[src/rtl/conv_pkg.sv]
// rtl/conv_pkg.sv - shared types and constants for the convolution row scheduler
package conv_pkg;

    typedef enum logic [2:0] {
        ST_IDLE,
        ST_LOAD_W,
        ST_PRIME,
        ST_RUN,
        ST_DONE
    } conv_sched_state_t;

    localparam logic [1:0] FLOW_NONE = 2'b00;
    localparam logic [1:0] FLOW_ROW1 = 2'b01;
    localparam logic [1:0] FLOW_ROW2 = 2'b10;
    localparam logic [1:0] FLOW_ROW3 = 2'b11;

    localparam int NUM_BANKS   = 3;
    localparam int KERNEL_ROWS = 3;

    // Weight beat k (0..2) preloads kernel row k+1.
    function automatic logic [1:0] flow_for_beat(input logic [1:0] k);
        case (k)
            2'd0:    return FLOW_ROW1;
            2'd1:    return FLOW_ROW2;
            default: return FLOW_ROW3;
        endcase
    endfunction

endpackage

[src/rtl/bank_rotator.sv]
// rtl/bank_rotator.sv - mod-3 line-buffer write pointer with one-hot write and read masks
module bank_rotator
    import conv_pkg::*;
(
    input  logic                 clk,
    input  logic                 rst_n,
    input  logic                 clear,
    input  logic                 advance,
    output logic [NUM_BANKS-1:0] wr_onehot,
    output logic [NUM_BANKS-1:0] rd_mask
);

    logic [1:0] wr_ptr;

    always_ff @(posedge clk) begin
        if (!rst_n || clear) begin
            wr_ptr <= 2'd0;
        end else if (advance) begin
            wr_ptr <= (wr_ptr == 2'(NUM_BANKS - 1)) ? 2'd0 : wr_ptr + 2'd1;
        end
    end

    // The two banks not being written hold the previous two image rows.
    always_comb begin
        wr_onehot = NUM_BANKS'(1) << wr_ptr;
        rd_mask   = ~wr_onehot;
    end

endmodule

[src/rtl/conv_row_scheduler.sv]
// rtl/conv_row_scheduler.sv - per-layer row sequencer for the 3x3 PE array and line-buffer banks
module conv_row_scheduler
    import conv_pkg::*;
#(
    parameter int IMAGE_ROWS = 32,
    parameter int ROW_IDX_W  = $clog2(IMAGE_ROWS)
) (
    input  logic                 clk,
    input  logic                 rst_n,
    input  logic                 start,
    input  logic                 abort,
    input  logic                 in_valid,
    output logic                 in_ready,
    output logic                 PE_en,
    output logic                 PE_init_mode,
    output logic [1:0]           PE_init_data_flow_counter,
    output logic [NUM_BANKS-1:0] mem_wr_en,
    output logic [NUM_BANKS-1:0] mem_rd_en,
    output logic                 out_row_valid,
    output logic [ROW_IDX_W-1:0] out_row_idx,
    output logic                 busy,
    output logic                 done
);

    localparam int CNT_W = $clog2(IMAGE_ROWS);

    generate
        if (IMAGE_ROWS < 3) begin : g_bad_rows
            $fatal(1, "conv_row_scheduler: IMAGE_ROWS must be at least 3");
        end
    endgenerate

    conv_sched_state_t    state;
    logic [1:0]           beat_cnt;
    logic [CNT_W-1:0]     row_cnt;
    logic                 streaming;
    logic                 beat;
    logic [NUM_BANKS-1:0] wr_onehot;
    logic [NUM_BANKS-1:0] rd_mask;

    assign streaming = (state == ST_LOAD_W) || (state == ST_PRIME) || (state == ST_RUN);
    assign in_ready  = rst_n && !abort && streaming;
    assign beat      = in_valid && in_ready;

    bank_rotator u_rot (
        .clk       (clk),
        .rst_n     (rst_n),
        .clear     (abort || (state == ST_IDLE && start)),
        .advance   (beat && (state == ST_PRIME || state == ST_RUN)),
        .wr_onehot (wr_onehot),
        .rd_mask   (rd_mask)
    );

    always_ff @(posedge clk) begin
        if (!rst_n || abort) begin
            state                     <= ST_IDLE;
            beat_cnt                  <= 2'd0;
            row_cnt                   <= '0;
            PE_en                     <= 1'b0;
            PE_init_mode              <= 1'b0;
            PE_init_data_flow_counter <= FLOW_NONE;
            mem_wr_en                 <= '0;
            mem_rd_en                 <= '0;
            out_row_valid             <= 1'b0;
            out_row_idx               <= '0;
            busy                      <= 1'b0;
            done                      <= 1'b0;
        end else begin
            PE_en                     <= 1'b0;
            PE_init_data_flow_counter <= FLOW_NONE;
            mem_wr_en                 <= '0;
            mem_rd_en                 <= '0;
            out_row_valid             <= 1'b0;
            done                      <= 1'b0;
            // Preload mode survives stalls between weight beats.
            PE_init_mode              <= (state == ST_LOAD_W) ? PE_init_mode : 1'b0;
            case (state)
                ST_IDLE: begin
                    if (start) begin
                        state    <= ST_LOAD_W;
                        beat_cnt <= 2'd0;
                        row_cnt  <= '0;
                        busy     <= 1'b1;
                    end
                end
                ST_LOAD_W: begin
                    if (beat) begin
                        PE_en                     <= 1'b1;
                        PE_init_mode              <= 1'b1;
                        PE_init_data_flow_counter <= flow_for_beat(beat_cnt);
                        if (beat_cnt == 2'(KERNEL_ROWS - 1)) begin
                            state    <= ST_PRIME;
                            beat_cnt <= 2'd0;
                        end else begin
                            beat_cnt <= beat_cnt + 2'd1;
                        end
                    end
                end
                ST_PRIME: begin
                    if (beat) begin
                        mem_wr_en <= wr_onehot;
                        if (beat_cnt == 2'(KERNEL_ROWS - 2)) begin
                            state    <= ST_RUN;
                            beat_cnt <= 2'd0;
                            row_cnt  <= CNT_W'(KERNEL_ROWS - 1);
                        end else begin
                            beat_cnt <= beat_cnt + 2'd1;
                        end
                    end
                end
                ST_RUN: begin
                    if (beat) begin
                        PE_en         <= 1'b1;
                        mem_wr_en     <= wr_onehot;
                        mem_rd_en     <= rd_mask;
                        out_row_valid <= 1'b1;
                        out_row_idx   <= ROW_IDX_W'(row_cnt - CNT_W'(KERNEL_ROWS - 1));
                        if (row_cnt == CNT_W'(IMAGE_ROWS - 1)) begin
                            state <= ST_DONE;
                        end else begin
                            row_cnt <= row_cnt + CNT_W'(1);
                        end
                    end
                end
                ST_DONE: begin
                    done  <= 1'b1;
                    busy  <= 1'b0;
                    state <= ST_IDLE;
                end
                default: state <= ST_IDLE;
            endcase
        end
    end

endmodule

[config.mk]
export PLATFORM = sky130hd
export DESIGN_NAME = conv_row_scheduler
export DESIGN_NICKNAME = d
export VERILOG_FILES = /design/src/rtl/conv_pkg.sv /design/src/rtl/bank_rotator.sv /design/src/rtl/conv_row_scheduler.sv
export SDC_FILE = /design/constraint.sdc
export NUM_CORES = 1
export LEC_CHECK = 0
export BUFFER_PORTS_ARGS = -buffer_cell sky130_fd_sc_hd__buf_2
export CAP_MARGIN = 20
export CORE_UTILIZATION = 48
export DETAILED_ROUTE_END_ITERATION = 6
export PLACE_DENSITY_LB_ADDON = 0.1
export REMOVE_ABC_BUFFERS = 1
export SETUP_SLACK_MARGIN = 0.2
export SLEW_MARGIN = 20
export SYNTH_ARGS = -nofsm -noshare
export SYNTH_HDL_FRONTEND = slang
export SYNTH_SLANG_ARGS = --single-unit
[constraint.sdc]
create_clock -name clk -period 1.9 [get_ports clk]
set_clock_uncertainty 0.1 [all_clocks]
set_input_delay 0.19 -clock clk [delete_from_list [all_inputs] [get_ports clk]]
set_output_delay 0.19 -clock clk [all_outputs]
set_load 0.03 [all_outputs]
Word-level counts from Yosys, hierarchy flattened:

Cells that the tools add are included.

* add/sub/neg operators: 4
* equal/unequal tests: 16
* shift operators: 1
* muxes and demuxes: 29
* bitwise operators: 6
* reductions and logical operators: 30

Operator list (number)
* $mux W5: 5
* $mux W3: 7
* $pmux W5 S3: 1
* $mux W2: 6
* $pmux W3 S4: 1
* $ne A2 B2 Y1 const B: 5
* $reduce_or A3 Y1: 3
* $reduce_or A2 Y1: 4
* $reduce_and A7 Y1: 1
* $eq A3 B2 Y1 const B: 2
* $logic_or A1 B1 Y1: 6
* $mux W1: 6
* $ne A2 B1 Y1 const B: 3
* $pmux W2 S3: 1
* $reduce_and A6 Y1: 1
* $reduce_bool A3 Y1: 2
* $add A5 B1 Y5 const B: 1
* $eq A5 B5 Y1 const B: 1
* $logic_and A1 B1 Y1: 5
* $not A1 Y1: 5
* $sub A5 B2 Y5 const B: 1
* $add A2 B1 Y2 const B: 2
* $eq A2 B2 Y1 const B: 2
* $pmux W2 S2: 1
* 12 further kinds: 14

* register bits after elaboration: 30
* word-level logic and storage cells: 99

Longest topological paths before layout:

* depth after elaboration: 7
* gate-level depth with buffers: 7
* mapped depth without buffers: 7

Hierarchy:

Synthesis repeated with hierarchy kept, for this count alone.

* cells, all modules: 164
* area, all modules: 1490.2 um2

By module, submodules not included
* conv_row_scheduler: times used 1, cells each 149, area each 1368.8 um2
* bank_rotator: times used 1, cells each 15, area each 121.4 um2

Worst setup path before layout:

Ideal clock, no wire load.

* kind: flip-flop to flip-flop
* start point: reg row_cnt[0]
* end point: reg row_cnt[4]
* setup time: 0.070 ns
* arrival: 1.823 ns
* required time: 1.730 ns
* slack: -0.094 ns
* cell stages (with the launch flop): 8
* path buffers: 0
* cells stage by stage: dfxtp_1 ha_1 and3_1 ha_1 nand2b_1 a21o_1 or4_1 a21oi_1

* longest elaborated chain between the ends: 4

Ends and longest elaborated chain
* start, declared: line conv_row_scheduler.sv:35 `logic [CNT_W-1:0] row_cnt;`
* start signal, assigned: line conv_row_scheduler.sv:105 `row_cnt <= CNT_W'(KERNEL_ROWS - 1);`
* start signal, assigned: line conv_row_scheduler.sv:121 `row_cnt <= row_cnt + CNT_W'(1);`
* $add A5 B1 Y5: line conv_row_scheduler.sv:121
* $mux W5: line conv_row_scheduler.sv:118 `if (row_cnt == CNT_W'(IMAGE_ROWS - 1)) begin`
* $mux W5: line conv_row_scheduler.sv:112 `if (beat) begin`
* $pmux W5 S3: line conv_row_scheduler.sv:77 `case (state)`

Parallel ways exist; a longest one is shown, timed or not. The select of a mux whose other input is x is not followed.
A chain may end at the register's enable or synchronous reset.

Worst setup path after layout:

* start point: reg row_cnt[1]
* end point: reg state[1]

* longest elaborated chain between the ends: 3

Ends and longest elaborated chain
* $eq A5 B5 Y1: line conv_row_scheduler.sv:118
* $ne A2 B1 Y1 (no source line)
* $reduce_and A7 Y1 (no source line)
* end signal, assigned: line conv_row_scheduler.sv:119 `state <= ST_DONE;`
* end signal, assigned: line conv_row_scheduler.sv:128 `state <= ST_IDLE;`
* end signal, assigned: line conv_row_scheduler.sv:130 `default: state <= ST_IDLE;`
* end, declared: line conv_row_scheduler.sv:33 `conv_sched_state_t state;`

Every way passes these cells.

==> reports/qor.txt <==
Tcrit/Tclk final = 98.37%
Die Area = 3032 um2
part of the power in combinational logic = 12.9%
vias = 1279
RSZ-0062 raised after global routing = true
Die Width = 55.06 um
pin count of the biggest net entering global routing = 12
Core Area = 2567 um2
sequential area share after synthesis = 44.44%
post-layout util = 69.83%
DP Area = 1605 um2
Worst EP required = 2.05 ns
root buf cell = clkbuf_4
#FFs+latches synth = 30
Synth warnings = 0
TritonRoute pass-1 iters = 4
Clk Latency, worst-skew pair = 0.33 ns
post-route cell area = 1793 um2
TritonCTS clock tree = built
global-route wire length before repair = 5085 um
Psw = 0.3119 mW
Max Clk Rate = 535.0 MHz
Placement Rows = 18
Seq pwr share = 56.4%
Placed Cells = 213
vias per cell = 5.761
hpwl dp = 2256 um
Die Y = 55.06 um
Initial Utilization = 52.63%
min-delay worst type = input pin to flop
Synth cell types = 39
Worst slew margin = 69.65%
Sw Share = 27.27%
Mean Syn Cell Area = 9.069 um2
Multi-input gate area = 797.0 um2
fillers = 220
vias in the first global route = 1124
outcome = completed
IO buf count = 23
Startpoint Class = flop
Tmin final = 1.869 ns
layout cells sized above 1 = 36.98%
n_diodes = 0
Slew @ Worst Pin = 0.4553 ns
Remaining DRCs = 0
clock power share = 30.7%
critical path peak fanout = 3
P_leak = 0.7685 nW
Worst-path clk slew = 0.10 ns
CP Class = flop to flop
Final Max Tran Viols = 0
Mapped Cells = 149
routed wire length = 3248 um
Nets = 201
Register Area = 606.8 um2
total gr overflow = 0
initial drt markers = 23
TritonCTS sink count = 30
Num CTS Buffers = 5
Hold Vio Cnt, Final = 0
initial antenna violation count = 0
wire per inst = 14.63 um
arrival time worst endpoint = 2.02 ns
final setup vio count = 0
GPL Wtd Cong = 0.7681
cell-internal power = 0.8316 mW
pwr dens = 637.7 nW/um2
Peak VDD IR = 0.4757 mV
synthesized cell area = 1351 um2
Final Hold Slack = 0.07855 ns
Detail Route Antenna Nets = 0
Setup crit end kind = flop
top-level I/O count = 24
H-tree depth = 2
Layout Cells excl Fill = 222
max-cap viol count = 0
GRT Overall Usage = 24.46%
Max Buffers Root-to-Sink = 2
synthesis-to-finish area growth = 32.69%
-- synth_stat cells (all sizes together) --
cell | count | area share (%)
nor4b | 1 | 0.65
a22o | 1 | 1.3
and3b | 1 | 0.65
nor2 | 14 | 3.9
and3 | 6 | 2.8
o21ai | 1 | 0.37
nor4 | 5 | 2.3
nor2b | 3 | 1.4
a22oi | 1 | 0.56
nor3b | 1 | 0.93
or4 | 3 | 1.7
clkbuf | 6 | 1.7
and4b | 1 | 0.74
a221o | 1 | 0.74
ha | 4 | 3.7
nand2 | 9 | 2.5
o21a | 1 | 0.56
nand4b | 1 | 0.65
a211oi | 7 | 3.9
nor4bb | 1 | 0.74
inv | 6 | 1.7
nor3 | 5 | 1.9
nand2b | 6 | 2.8
a31oi | 1 | 0.46
or3 | 2 | 0.93
o31ai | 3 | 1.7
o2111ai | 1 | 0.65
a21oi | 12 | 4.4
mux2i | 2 | 1.5
xnor2 | 2 | 1.3
o21bai | 1 | 0.56
a21o | 2 | 1.1
buf | 1 | 0.83
o32ai | 1 | 0.65
nand3b | 2 | 1.1
dfxtp | 30 | 44
nand4 | 2 | 0.93
a32o | 2 | 1.5
-- power groups by stage --
stage | Sequential, mW | Combinational [mW] | Clock (mW)
after floorplan | 0.664 | 0.0735 | 0
after detailed placement | 0.658 | 0.127 | 0
after global routing | 0.646 | 0.161 | 0.387
after CTS | 0.644 | 0.141 | 0.357
after global placement | 0.657 | 0.125 | 0
final | 0.645 | 0.148 | 0.351
-- stage by stage --
stage               TNS [ns]  setup slack, ns  power, mW
finish                     0          0.03096      1.143
CTS                        0          0.07207      1.142
detailed placement   -0.4242         -0.09572     0.7845
global route               0         0.002270      1.194
floorplan            -0.1067          -0.1067     0.7380
global placement    -0.09805         -0.03964     0.7818
-- final timing paths --
path / startpoint / to / slack (ns) / cells past startpoint
max: row_cnt[1]$_SDFFE_PP0P_ / state[1]$_SDFFE_PP0P_ / 0.03 / 7
min: start / busy$_SDFFE_PP0P_ / 0.08 / 3
max reg2reg: row_cnt[1]$_SDFFE_PP0P_ / state[1]$_SDFFE_PP0P_ / 0.03 / 7
min reg2reg: out_row_idx[0]$_SDFFE_PP0P_ / out_row_idx[0]$_SDFFE_PP0P_ / 0.40 / 2
-- final cells by class --
| type | instances | share of cell area [%] |
|---|---|---|
| multi-input combinational | 106 | 44.45 |
| sequential | 30 | 33.85 |
| timing repair buffer | 43 | 15.56 |
| clock buffer | 5 | 2.094 |
| tap | 30 | 2.094 |
| inverter | 6 | 1.396 |
| clock inverter | 2 | 0.5583 |
-- worst max-delay path, cell delays in order, from the launching register on --
cell and delay (ns):
dfxtp_2 0.35, ha_4 0.15, and3_4 0.18, ha_4 0.17
buf_6 0.11, a221o_1 0.33, and3_4 0.21, a211oi_2 0.19
-- kinds of logic (layout without fill, tap and decap cells) --
family                     Yosys count  count (layout)  synth area share, %
buffers and inverters               13              56                4.166
AOI/OAI and AO/OA                   35              35                18.43
adders and majority gates            4               4                3.704
DFF                                 30              30                44.44
and+or+nand+nor                     63              63                26.48
xor gates and xnor gates             2               2                1.297
muxes                                2               2                1.482
-- state kept, by name (all words and copies together), names as in the netlist --
name                       flops
u_rot.wr_ptr                   2
out_row_valid                  1
mem_wr_en                      3
state                          3
busy                           1
PE_init_data_flow_counter      2
mem_rd_en                      3
row_cnt                        5
done                           1
beat_cnt                       2
PE_en                          1
PE_init_mode                   1
out_row_idx                    5
-- placed cells by master, fill, tap and decap left out, types with 2 or more instances in the layout --
| cell type | instances |
|---|---|
| and3_1 | 4 |
| o31ai_1 | 2 |
| nand2b_1 | 5 |
| dfxtp_1 | 25 |
| ha_1 | 2 |
| nor4_1 | 4 |
| a21oi_1 | 11 |
| nand2_1 | 8 |
| or3_1 | 2 |
| ha_4 | 2 |
| or4_1 | 3 |
| nor2_1 | 13 |
| a32o_1 | 2 |
| buf_2 | 22 |
| inv_1 | 5 |
| nor2b_1 | 3 |
| clkinv_2 | 2 |
| buf_4 | 18 |
| clkbuf_4 | 5 |
| nand4_1 | 2 |
| nor3_1 | 3 |
| nand3b_1 | 2 |
| and3_4 | 2 |
| mux2i_1 | 2 |
| a21o_1 | 2 |
| dfxtp_2 | 5 |
| nor3_2 | 2 |
| buf_6 | 3 |
| a211oi_1 | 6 |
| xnor2_1 | 2 |
-- routing by layer --
metal	part of all wire [%]	vias up	global-route usage (%)
li1	-	636	-
met1	45	596	29.02
met2	47	38	38.76
met3	5.2	9	9.563
met4	2.4	0	10.83
met5	0	-	0
-- what timing repair did --
action | CTS | global route
pin swaps | 9 | 2
endpoints found under the setup margin | 11 | 16
gates resized for setup | 17 | 11
buffers inserted | 1 | 1
cloned | 0 | 0
hold buffers | 0 | 0
Note: power is estimated with default switching activity, not from simulation.
